[src/rtl/bram_port_arbiter.sv]
`default_nettype none
// ============================================================================
// Module      : bram_port_arbiter
// Description : Two-requester round-robin arbiter/sequencer for one BRAM port
//               with burst fairness and read-return routing.
// Revision    : 1.0 - initial release
// ============================================================================
module bram_port_arbiter #(
    parameter  int ADDR_W       = 16,
    parameter  int NB_COL       = 4,
    parameter  int COL_WIDTH    = 8,
    parameter  int READ_LATENCY = 2,
    parameter  int MAX_BURST    = 8,
    localparam int DATA_W       = NB_COL * COL_WIDTH
) (
    input  logic                  clk_i,
    input  logic                  rstn_i,
    input  logic [1:0]            req_i,
    input  logic [1:0]            we_i,
    input  logic [2*NB_COL-1:0]   be_i,
    input  logic [2*ADDR_W-1:0]   addr_i,
    input  logic [2*DATA_W-1:0]   wdata_i,
    output logic [1:0]            gnt_o,
    output logic [1:0]            rvalid_o,
    output logic [DATA_W-1:0]     rdata_o,
    output logic                  bram_en_o,
    output logic [NB_COL-1:0]     bram_we_o,
    output logic [ADDR_W-1:0]     bram_addr_o,
    output logic [DATA_W-1:0]     bram_din_o,
    output logic                  bram_regce_o,
    output logic                  bram_rst_o,
    input  logic [DATA_W-1:0]     bram_dout_i
);

    localparam int c_CNT_W = (MAX_BURST > 1) ? $clog2(MAX_BURST) : 1;

    typedef enum logic [1:0] {
        ST_IDLE = 2'd0,
        ST_OWN0 = 2'd1,
        ST_OWN1 = 2'd2
    } state_t;

    state_t               r_state;
    logic                 r_last_owner;
    logic [c_CNT_W-1:0]   r_burst_cnt;

    logic                 w_own_valid;
    logic                 w_owner;
    logic                 w_req_own;
    logic                 w_req_oth;
    logic                 w_beat;
    logic                 w_rd_beat;
    logic                 w_burst_done;
    logic                 w_we_own;
    logic [NB_COL-1:0]    w_be_own;
    logic [ADDR_W-1:0]    w_addr_own;
    logic [DATA_W-1:0]    w_din_own;
    state_t               w_oth_state;
    logic                 w_ret_vld;
    logic                 w_ret_id;

    assign w_own_valid  = (r_state == ST_OWN0) || (r_state == ST_OWN1);
    assign w_owner      = (r_state == ST_OWN1);
    assign w_req_own    = w_owner ? req_i[1] : req_i[0];
    assign w_req_oth    = w_owner ? req_i[0] : req_i[1];
    assign w_we_own     = w_owner ? we_i[1]  : we_i[0];
    assign w_be_own     = w_owner ? be_i[NB_COL +: NB_COL]    : be_i[0 +: NB_COL];
    assign w_addr_own   = w_owner ? addr_i[ADDR_W +: ADDR_W]  : addr_i[0 +: ADDR_W];
    assign w_din_own    = w_owner ? wdata_i[DATA_W +: DATA_W] : wdata_i[0 +: DATA_W];
    assign w_oth_state  = w_owner ? ST_OWN0 : ST_OWN1;
    assign w_beat       = w_own_valid & w_req_own;
    assign w_rd_beat    = w_beat & ~w_we_own;
    assign w_burst_done = (r_burst_cnt == c_CNT_W'(MAX_BURST - 1));

    // Grant is a combinational accept from the current owner only.
    assign gnt_o        = w_beat ? (w_owner ? 2'b10 : 2'b01) : 2'b00;
    assign bram_en_o    = w_beat;
    assign bram_we_o    = (w_beat & w_we_own) ? w_be_own : '0;
    assign bram_addr_o  = w_own_valid ? w_addr_own : '0;
    assign bram_din_o   = w_own_valid ? w_din_own  : '0;
    assign bram_rst_o   = 1'b0;

    always_ff @(posedge clk_i or negedge rstn_i) begin
        if (!rstn_i) begin
            r_state      <= ST_IDLE;
            r_last_owner <= 1'b1;
            r_burst_cnt  <= '0;
        end else begin
            case (r_state)
                ST_IDLE: begin
                    r_burst_cnt <= '0;
                    if (req_i[0] && req_i[1]) begin
                        r_state <= r_last_owner ? ST_OWN0 : ST_OWN1;
                    end else if (req_i[0]) begin
                        r_state <= ST_OWN0;
                    end else if (req_i[1]) begin
                        r_state <= ST_OWN1;
                    end
                end
                ST_OWN0, ST_OWN1: begin
                    if (!w_req_own) begin
                        // Owner went quiet: hand over (or idle) with one bubble.
                        r_burst_cnt  <= '0;
                        r_last_owner <= w_owner;
                        r_state      <= w_req_oth ? w_oth_state : ST_IDLE;
                    end else if (w_burst_done && w_req_oth) begin
                        r_burst_cnt  <= '0;
                        r_last_owner <= w_owner;
                        r_state      <= w_oth_state;
                    end else if (!w_burst_done) begin
                        r_burst_cnt  <= r_burst_cnt + 1'b1;
                    end
                end
                default: begin
                    r_state     <= ST_IDLE;
                    r_burst_cnt <= '0;
                end
            endcase
        end
    end

    // Read-return pipe mirrors the BRAM latency so each word is routed to its issuer.
    generate
        if (READ_LATENCY == 2) begin : g_rl2
            logic [1:0] r_pipe_vld;
            logic [1:0] r_pipe_id;

            always_ff @(posedge clk_i or negedge rstn_i) begin
                if (!rstn_i) begin
                    r_pipe_vld <= '0;
                    r_pipe_id  <= '0;
                end else begin
                    r_pipe_vld <= {r_pipe_vld[0], w_rd_beat};
                    r_pipe_id  <= {r_pipe_id[0], w_owner};
                end
            end

            assign w_ret_vld    = r_pipe_vld[1];
            assign w_ret_id     = r_pipe_id[1];
            assign bram_regce_o = r_pipe_vld[0];
        end else begin : g_rl1
            logic r_pipe_vld;
            logic r_pipe_id;

            always_ff @(posedge clk_i or negedge rstn_i) begin
                if (!rstn_i) begin
                    r_pipe_vld <= 1'b0;
                    r_pipe_id  <= 1'b0;
                end else begin
                    r_pipe_vld <= w_rd_beat;
                    r_pipe_id  <= w_owner;
                end
            end

            assign w_ret_vld    = r_pipe_vld;
            assign w_ret_id     = r_pipe_id;
            assign bram_regce_o = 1'b1;
        end
    endgenerate

    assign rvalid_o = w_ret_vld ? (w_ret_id ? 2'b10 : 2'b01) : 2'b00;
    assign rdata_o  = w_ret_vld ? bram_dout_i : '0;

endmodule
`default_nettype wire

[config.mk]
export PLATFORM = sky130hd
export DESIGN_NAME = bram_port_arbiter
export DESIGN_NICKNAME = d
export VERILOG_FILES = /design/src/rtl/bram_port_arbiter.sv
export SDC_FILE = /design/constraint.sdc
export NUM_CORES = 1
export LEC_CHECK = 0
export ABC_AREA = 0
export BUFFER_PORTS_ARGS = -buffer_cell sky130_fd_sc_hd__buf_2
export CAP_MARGIN = 20
export CORE_AREA = 2 2 91 93
export DETAILED_ROUTE_END_ITERATION = 7
export DIE_AREA = 0 0 93 95
export PLACE_DENSITY_LB_ADDON = 0.3
export SLEW_MARGIN = 15
export SYNTH_ARGS = -nofsm -noshare
export SYNTH_HDL_FRONTEND = slang
export SYNTH_SLANG_ARGS = --single-unit
export TNS_END_PERCENT = 1
[constraint.sdc]
create_clock -name clk_i -period 4.7 [get_ports clk_i]
set_clock_uncertainty 0.1 [all_clocks]
set_input_delay 0 -clock clk_i [delete_from_list [all_inputs] [get_ports clk_i]]
set_output_delay 0 -clock clk_i [all_outputs]
set_load 0.05 [all_outputs]
==> results of run 1 <==
==> sequential cells by signal, indices dropped and copies added, names as in the netlist <==
| register | flops |
|---|---|
| g_rl2.r_pipe_vld | 2 |
| g_rl2.r_pipe_id | 2 |
| r_state | 2 |
| r_last_owner | 1 |
| r_burst_cnt | 3 |
==> power by group <==
| group | internal (uW) | switching, uW | total [uW] | leakage, uW |
|---|---|---|---|---|
| clock network | 73.6 | 33.3 | 107 | 0.0000288 |
| registers | 121 | 40.1 | 162 | 0.000128 |
| logic | 656 | 1670 | 2330 | 0.00162 |
| total | 851 | 1750 | 2600 | 0.00178 |
==> per-layer routing <==
layer	vias up	GRT usage	routed length (um)
li1	1153	-	-
met1	994	0.1351	2320
met2	142	0.2409	3329
met3	6	0.02953	671
met4	0	0.02328	59
met5	-	0	0
==> area by class of cell <==
cell class              instances  area (sq um)  share of cell area
flip-flops and latches         10         251.5             0.08354
well taps                     105         131.4             0.04364
inverters                       6         22.52            0.007481
clock buffers                   4         55.05             0.01829
multi-input cells             179          1366              0.4539
repair buffers                234          1184              0.3932
==> timing repair <==
item / CTS / global route
hold buffers: 2 / 0
setup endpoints to repair: 0 / 0
endpoints found under the hold margin: 11 / 0
==> path summary, 6_finish.rpt <==
path	to	slack [ns]
max in group asynchronous	r_last_owner	4.18
min reg2reg	g_rl2.r_pipe_id[1]	0.24
min	r_burst_cnt[0]	0.06
min in group clk_i	r_burst_cnt[1]	0.12
max reg2reg	r_state[1]	2.16
max	r_state[1]	2.16
==> per-stage QoR <==
step | total power, uW | utilization | std cells | setup WS, ns
after CTS | 2618 | 0.3797 | 538 | 2.127
after detailed placement | 2500 | 0.3703 | 532 | 2.131
after global placement | 2489 | 0.3703 | 532 | 2.185
after floorplan | 2054 | - | 212 | 2.667
after global routing | 2744 | 0.3797 | 538 | 2.010
final | 2599 | 0.3797 | 538 | 2.159
==> layout by cell type (no fill, tap or decap), types with 2 or more instances in the layout <==
cell,instances
dfrtp_1,9
o21ai_0,2
ha_1,5
mux2i_1,49
a21oi_1,5
nand3_1,3
mux2_1,2
dlygate4sd3_1,2
nor2b_1,53
nor2_1,4
inv_1,6
a32oi_1,3
and2_1,33
nand2_1,6
clkbuf_8,4
buf_2,231
==> cells by family (layout without fill, tap and decap cells) <==
logic type	after synthesis	after routing	synth area share
simple gates	104	104	0.3615
mux	53	53	0.3200
buf+inv	23	244	0.06691
compound gates	14	14	0.05455
flops	10	10	0.1462
fa+ha+maj	6	6	0.04364
other cells	1	1	0.002180
xor+xnor	1	1	0.005092
==> flow_results.org, run 1 <==
** Critical path
- For the worst setup path, the data required time is around 4.7 ns.
- Crit start category :: flip-flop
- Capturing element type of the critical path :: flip-flop
- Logic depth of the worst setup path including buffers :: 6
- The worst setup path is of the flip-flop to flip-flop kind.
- Max FO, Critical Path :: 61
- Counting cells, the worst reg-to-reg path comes to 6.
- The startpoint identified for the worst register-to-register timing path is r_state[0].
- Buffers & Inverters on Critical Path :: 1
- Critical Path AT :: 2.56 ns
- Cell family with most CP delay :: adder cells
- Series of cell instances along the critical path :: inv_1, ha_4, mux2i_4, nor2_2, o32a_2, mux2_4
- Critical path's largest stage delay :: 0.81 ns
- Slowest cell on crit path :: ha_4
- In this run the worst setup path begins at r_state[0].

** Clock tree
- After clock tree synthesis, the clock-pin slew on the worst setup and hold paths is roughly 0.05 ns.
- CTS tree :: yes
- Buffers inserted by post-CTS timing repair :: 0
- In this run the deepest clock path goes through 2 buffers.
- H-tree levels :: 1
- In this run the clock root is driven by a clkbuf_8.
- Clock latency at the later pin of the worst-skew pair :: 0.24 ns
- Sinks on the clock net :: 10
- Post-cts resize count :: 0
- Clock tree synthesis inserted a total of 3 buffers.

** Timing
- Final worst hold slack :: 0.06222 ns
- Final Critical Period :: 2.541 ns
- Final count of negative-setup-slack endpoints :: 0
- Setup TNS :: 0 ns
- Final hold violation count :: 0
- Setup repair after global routing left no endpoint under its margin.
- Headroom to the max-slew limit came out at 0.3468.
- Share of the clock period used by the worst path :: 0.5405
- At the pin with the least slew margin, the transition time is 0.9798 ns.
- Timing would allow up to 393.6 MHz.
- Total count of max-transition violations in the final report :: 0

** Logic synthesis
- Dividing the synthesized area by the synthesized cell count gives 8.115 sq um.
- Seq/Total Area, Yosys :: 0.1462
- In the synthesized netlist the async set-or-reset flop fraction comes to 1.000.
- Among all cell types in the netlist, the one instantiated most often is nor2b_1.
- During synthesis, Yosys emitted a total of 0 warnings.
- Post-synthesis instance area :: around 0.0017 sq mm
- Register bit total from synthesis :: 10
- EDFF count, synth :: 0
- Fraction of synthesized cell area taken by the top area cell type :: 0.2851
- Synthesis produced a netlist with a net count of 360.
- Synthesized instance count :: 212
- After synthesis, the netlist uses 31 different library cells.
- By area the synthesized netlist is led by mux2i_1 29%, nor2b_1 19%, dfrtp_1 13%, and2_1 12%, ha_1 4.4%.
- The most used flip-flop cell after synthesis is dfrtp_1.
- Synth top cells by count :: 53 x nor2b_1, 49 x mux2i_1, 33 x and2_1
- Cell accounting for the most synthesized area :: mux2i_1

** GRT
- Number of antenna violations at the first check in global routing :: 0
- Global routing usage summed across all routing layers :: 0.1232
- The first global-routing pass estimated 8.983 mm of wire.
- Final global-route overflow total :: 0
- Vias in the first global route :: 2025
- Pin count of the biggest net entering global routing :: 62

** Job
- The tool flagged a number of max-cap violations equal to 0.

** Pwr
- For this design the static power due to leakage is approximately 0.0018 uW.
- Pwr Density :: 863.4 mW/mm^2
- Worst vdd rail ir drop :: 0.5583 mV

** Drt
- After the first detailed-routing iteration, the DRC count stood at 65.
- Number of design rule violations left after detail routing :: 0
- Before antenna repair, the detailed router went through 4 iterations.
- Routed wirelength normalized by instance count :: 11.86 um
- The count of nets left with antenna violations once routing finished came out at 0.
- Wires add up to 6.380 mm.
- The routed layout has 2295 vias.
- Via density per instance :: 4.266

** Floorplan
- Count of standard-cell rows :: 33
- Overall die area :: 0.008835 sq mm
- Die width :: ~93 um
- For this configuration, the core starts out at a cell density of 0.2170.
- The region available for standard cell placement spans 0.007928 sq mm.
- From bottom edge to top edge, the die measures 95 um.
- # IOs :: roughly 230

** Finish
- Of the cells placed in the final design, the portion with a size suffix greater than 1 is 0.5589.
- The finished cells cover 0.003010 sq mm.
- After filler insertion, the fill cell instance count of the layout stands at 851.
- Area grow syn2layout :: 74.98%
- # diodes :: 0
- The final layout contains 582 nets.

** Placed design
- During placement, the flow inserted port buffers numbering 231.
- Placed standard-cell area :: 0.002935 sq mm
- DPL Wire Length :: 5.363 mm
- At the end of routability-driven placement, the weighted congestion stood at 0.7857.

** Hold path
- Min-delay worst type :: input port to asynchronous set/reset pin

** Run status
- The flow ran to the end, and the final reports show no timing, DRC or antenna violations.
Power figures use the tool's default switching activity.
==> run 2, diff against run 1 <==
Clock period 4.7 ns to 2.5 ns, I/O delays scaled along.
==> run 2 against run 1 <==
  * Combinational power grew 89%
  * Core utilization grew 0.41 points
  * Global-route usage up 0.47 points
  * Critical endpoint is now bram_we_o[1]
  * Critical path depth rose by 1
  * Sequential cell count stayed put
  * Setup slack worse by 1.8 ns
  * Non-clock buffer count up 2
  * Clock power is 89% higher
  * Critical path type is now flip-flop to primary output
  * First-iteration DRC count fell by 58%
  * Highest routed layer unchanged
==> flow_results.org, run 2 (synthesis gave the netlist of run 1 again) <==
** Run status
- The flow ran to the end, and the final reports show no timing, DRC or antenna violations.

** Timing
- The slew at the pin with the worst max-slew slack was 0.6314 ns (-0.3484 ns).
- The number of max-slew violations in the final report was 0 (unchanged).
- Maximum operating frequency :: 475.3 MHz
- The setup TNS after final layout came to 0 ns (unchanged).
- Final worst hold slack :: 0.05805 ns (-0.004170 ns)
- Relative slew slack :: 0.5791 (+0.2323)
- Share of the clock period used by the worst path :: 0.8416
- Final count of negative-setup-slack endpoints :: 0 (unchanged)
- The smallest clock period supported by the final layout is computed as 2.104 ns.
- Unrepaired setup endpoints after global routing :: no
- Final hold violation count :: 0 (unchanged)

** Drt
- The total vias in the final route came to 2309 (+0.61%).
- DRT iter0 DRCs :: 27 (-58%)
- Number of design rule violations left after detail routing :: 0 (unchanged)
- Final Routed Wirelength :: 6.496 mm (+1.8%)
- The number of nets with antenna violations after routing came to 0 (unchanged).
- The number of vias per cell after detailed routing was 4.260 (-0.13%).
- Number of detailed-routing iterations run before antenna repair :: 4 (unchanged)
- The average detailed-routed wire length per instance is 11.99 um (+1.1%).

** Finish
- Share of the core filled with cells in the final layout :: 0.3838 (+0.004103)
- From synthesis to final layout, the design area changed by 76.87%.
- Final standard cell area without fillers :: 0.003043 sq mm (+1.1%)
- Leaving out fill and tap cells, the most frequent cell in the layout is buf_2.
- Layout filler cell count :: 825 (-3.1%)
- The area of all sequential standard cells came to 251.5 sq um (unchanged).
- The share of post-route cells with drive strength above 1 is 0.5609 (+0.002028).
- Finished Layout Cells :: 542 (+0.74%)
- Biggest register :: r_burst_cnt
- The area of the multi-input gates was 0.001366 sq mm (unchanged).
- The top cell types in the final layout, fill and taps aside, are 231 x buf_2, 53 x nor2b_1, 49 x mux2i_1, 33 x and2_1, 9 x dfrtp_1.
- Flip-flop count of the largest register, all copies and words added :: 3 (unchanged)
- The number of nets in the final layout was 584 (+0.34%).

** Critical path
- Data required time at the worst endpoint :: 2.40 ns (-2.32 ns)
- The highest net fanout along the worst path came to 50 (-18%).
- Series of cell instances along the critical path :: inv_1, ha_4, buf_12, nor2b_1, a32oi_1, nor2_1, buf_2
- Critical Path AT :: 2.00 ns (-0.56 ns)
- The worst setup path is captured at a primary output.
- STA classifies the critical path startpoint as a flip-flop.
- The largest individual stage delay along the critical path comes from the cell dfrtp_1.
- Worst setup path class :: flip-flop to primary output
- The cell family contributing the most delay on the critical path is buffers and inverters.
- Buffers & Inverters on Critical Path :: 3 (+2)
- The delay of the slowest cell on the worst path is 0.38 ns (-0.43 ns).

** GRT
- The aggregate global routing overflow was 0 (unchanged).
- The global-route met1 utilization was 0.1280 (-0.007088).
- The maximum number of pins on one net before global-route repair is 51 (-18%).
- The total global-route track usage is 0.1280 (+0.004731).
- The via count of the first global-routing pass is 2119 (+4.6%).
- The global-route track usage on met2 is 0.2615 (+0.02053).
- The wire length of the first global-routing pass came to 9.239 mm (+2.8%).
- Global-route layer with the greatest usage :: met2
- The met3 track demand over resource was 0.02235 (-0.007183).
- The number of antenna violations at the first check in global routing is 2 (+2).

** Hold path
- The path class of the tightest hold or removal check is input port to asynchronous set/reset pin.

** Pwr
- The maximum ir drop on the vdd rail is 0.9001 mV (+61%).
- The power density over the cells is 1616 mW/mm^2 (+87%).
- Leak Pwr :: 0.001794 uW (+0.76%)

** Floorplan
- The placeable core region is 0.007928 sq mm (unchanged).
- The initial core utilization is 0.2170 (unchanged).
- The number of placed I/O pins is 233 (unchanged).
- Die width :: 93 um (unchanged)
- Overall die area :: 0.008835 sq mm (unchanged)
- The number of placement rows came to 33 (unchanged).
- Vertical die dimension :: 95 um (unchanged)

** Clock tree
- The number of buffers created by CTS was 3 (unchanged).
- The latest clock arrival within the worst-skew pair was 0.23 ns (about the same).
- Maximum number of buffers from clock root to sink :: 2 (unchanged)
- Post-cts resize count :: 0 (unchanged)
- Reg clk slew, reported paths :: 0.05 ns (about the same)
- In this run the clock root is driven by a clkbuf_8.
- TritonCTS built the clock tree.
- The CTS sink count came to 10 (unchanged).
- The maximum level of the CTS H-tree came to 1 (unchanged).

** Job
- Max-cap violation count :: 0 (unchanged)

** Placed design
- The instance area at placement came to 0.002963 sq mm (+0.94%).
- Placer congestion estimate :: 0.7547 (-3.9%)
- Count of port buffers added during placement :: 231 (unchanged)
- The detailed placer's ending HPWL was 5.577 mm (+4.0%).
- Placed insts :: 534 (+0.38%)
run 2: area by class of cell:
class / instances / area share
clock buffers: 4 / 0.01809
well taps: 105 / 0.04317
flip-flops and latches: 10 / 0.08265
diodes: 2 / 0.001645
inverters: 6 / 0.007401
multi-input cells: 179 / 0.4490
repair buffers: 236 / 0.3980
run 2: where the power goes:
part           internal [uW]  total [uW]  switching [uW]
clock network            138         202            63.4
logic                   1260        4410            3150
registers                228         304            75.9
total                   1630        4920            3290
run 2: path summary, 6_finish.rpt:
check	endpoint	cells after the start	startpoint	slack (ns)
worst min register to register	g_rl2.r_pipe_id[1]	0	g_rl2.r_pipe_id[0]	0.25
worst max-delay path	bram_we_o[1]	7	r_state[0]	0.40
worst max register to register	r_state[1]	6	r_state[0]	0.53
min in group clk_i	r_burst_cnt[1]	4	req_i[0]	0.12
max in group asynchronous	r_last_owner	2	rstn_i	1.99
worst min-delay path	r_burst_cnt[0]	2	rstn_i	0.06
run 2: layer usage:
layer | vias to the layer above | share of wire
met1 | 1005 | 0.34
met4 | 0 | 0.011
met3 | 8 | 0.10
li1 | 1152 | -
met5 | - | 0
met2 | 144 | 0.54
run 2: per-stage QoR:
step | setup WS [ns] | power (uW)
floorplan | 0.4666 | 3862
global route | 0.2260 | 5198
global placement | 0.5572 | 4721
finish | 0.3960 | 4918
detailed placement | 0.5089 | 4746
CTS | 0.3665 | 4965
run 2: what timing repair did:
item                       CTS  global route
hold endpoints to repair    11             0
hold buffers                 2             0
setup endpoints to repair    0             0
buffers inserted             0             0
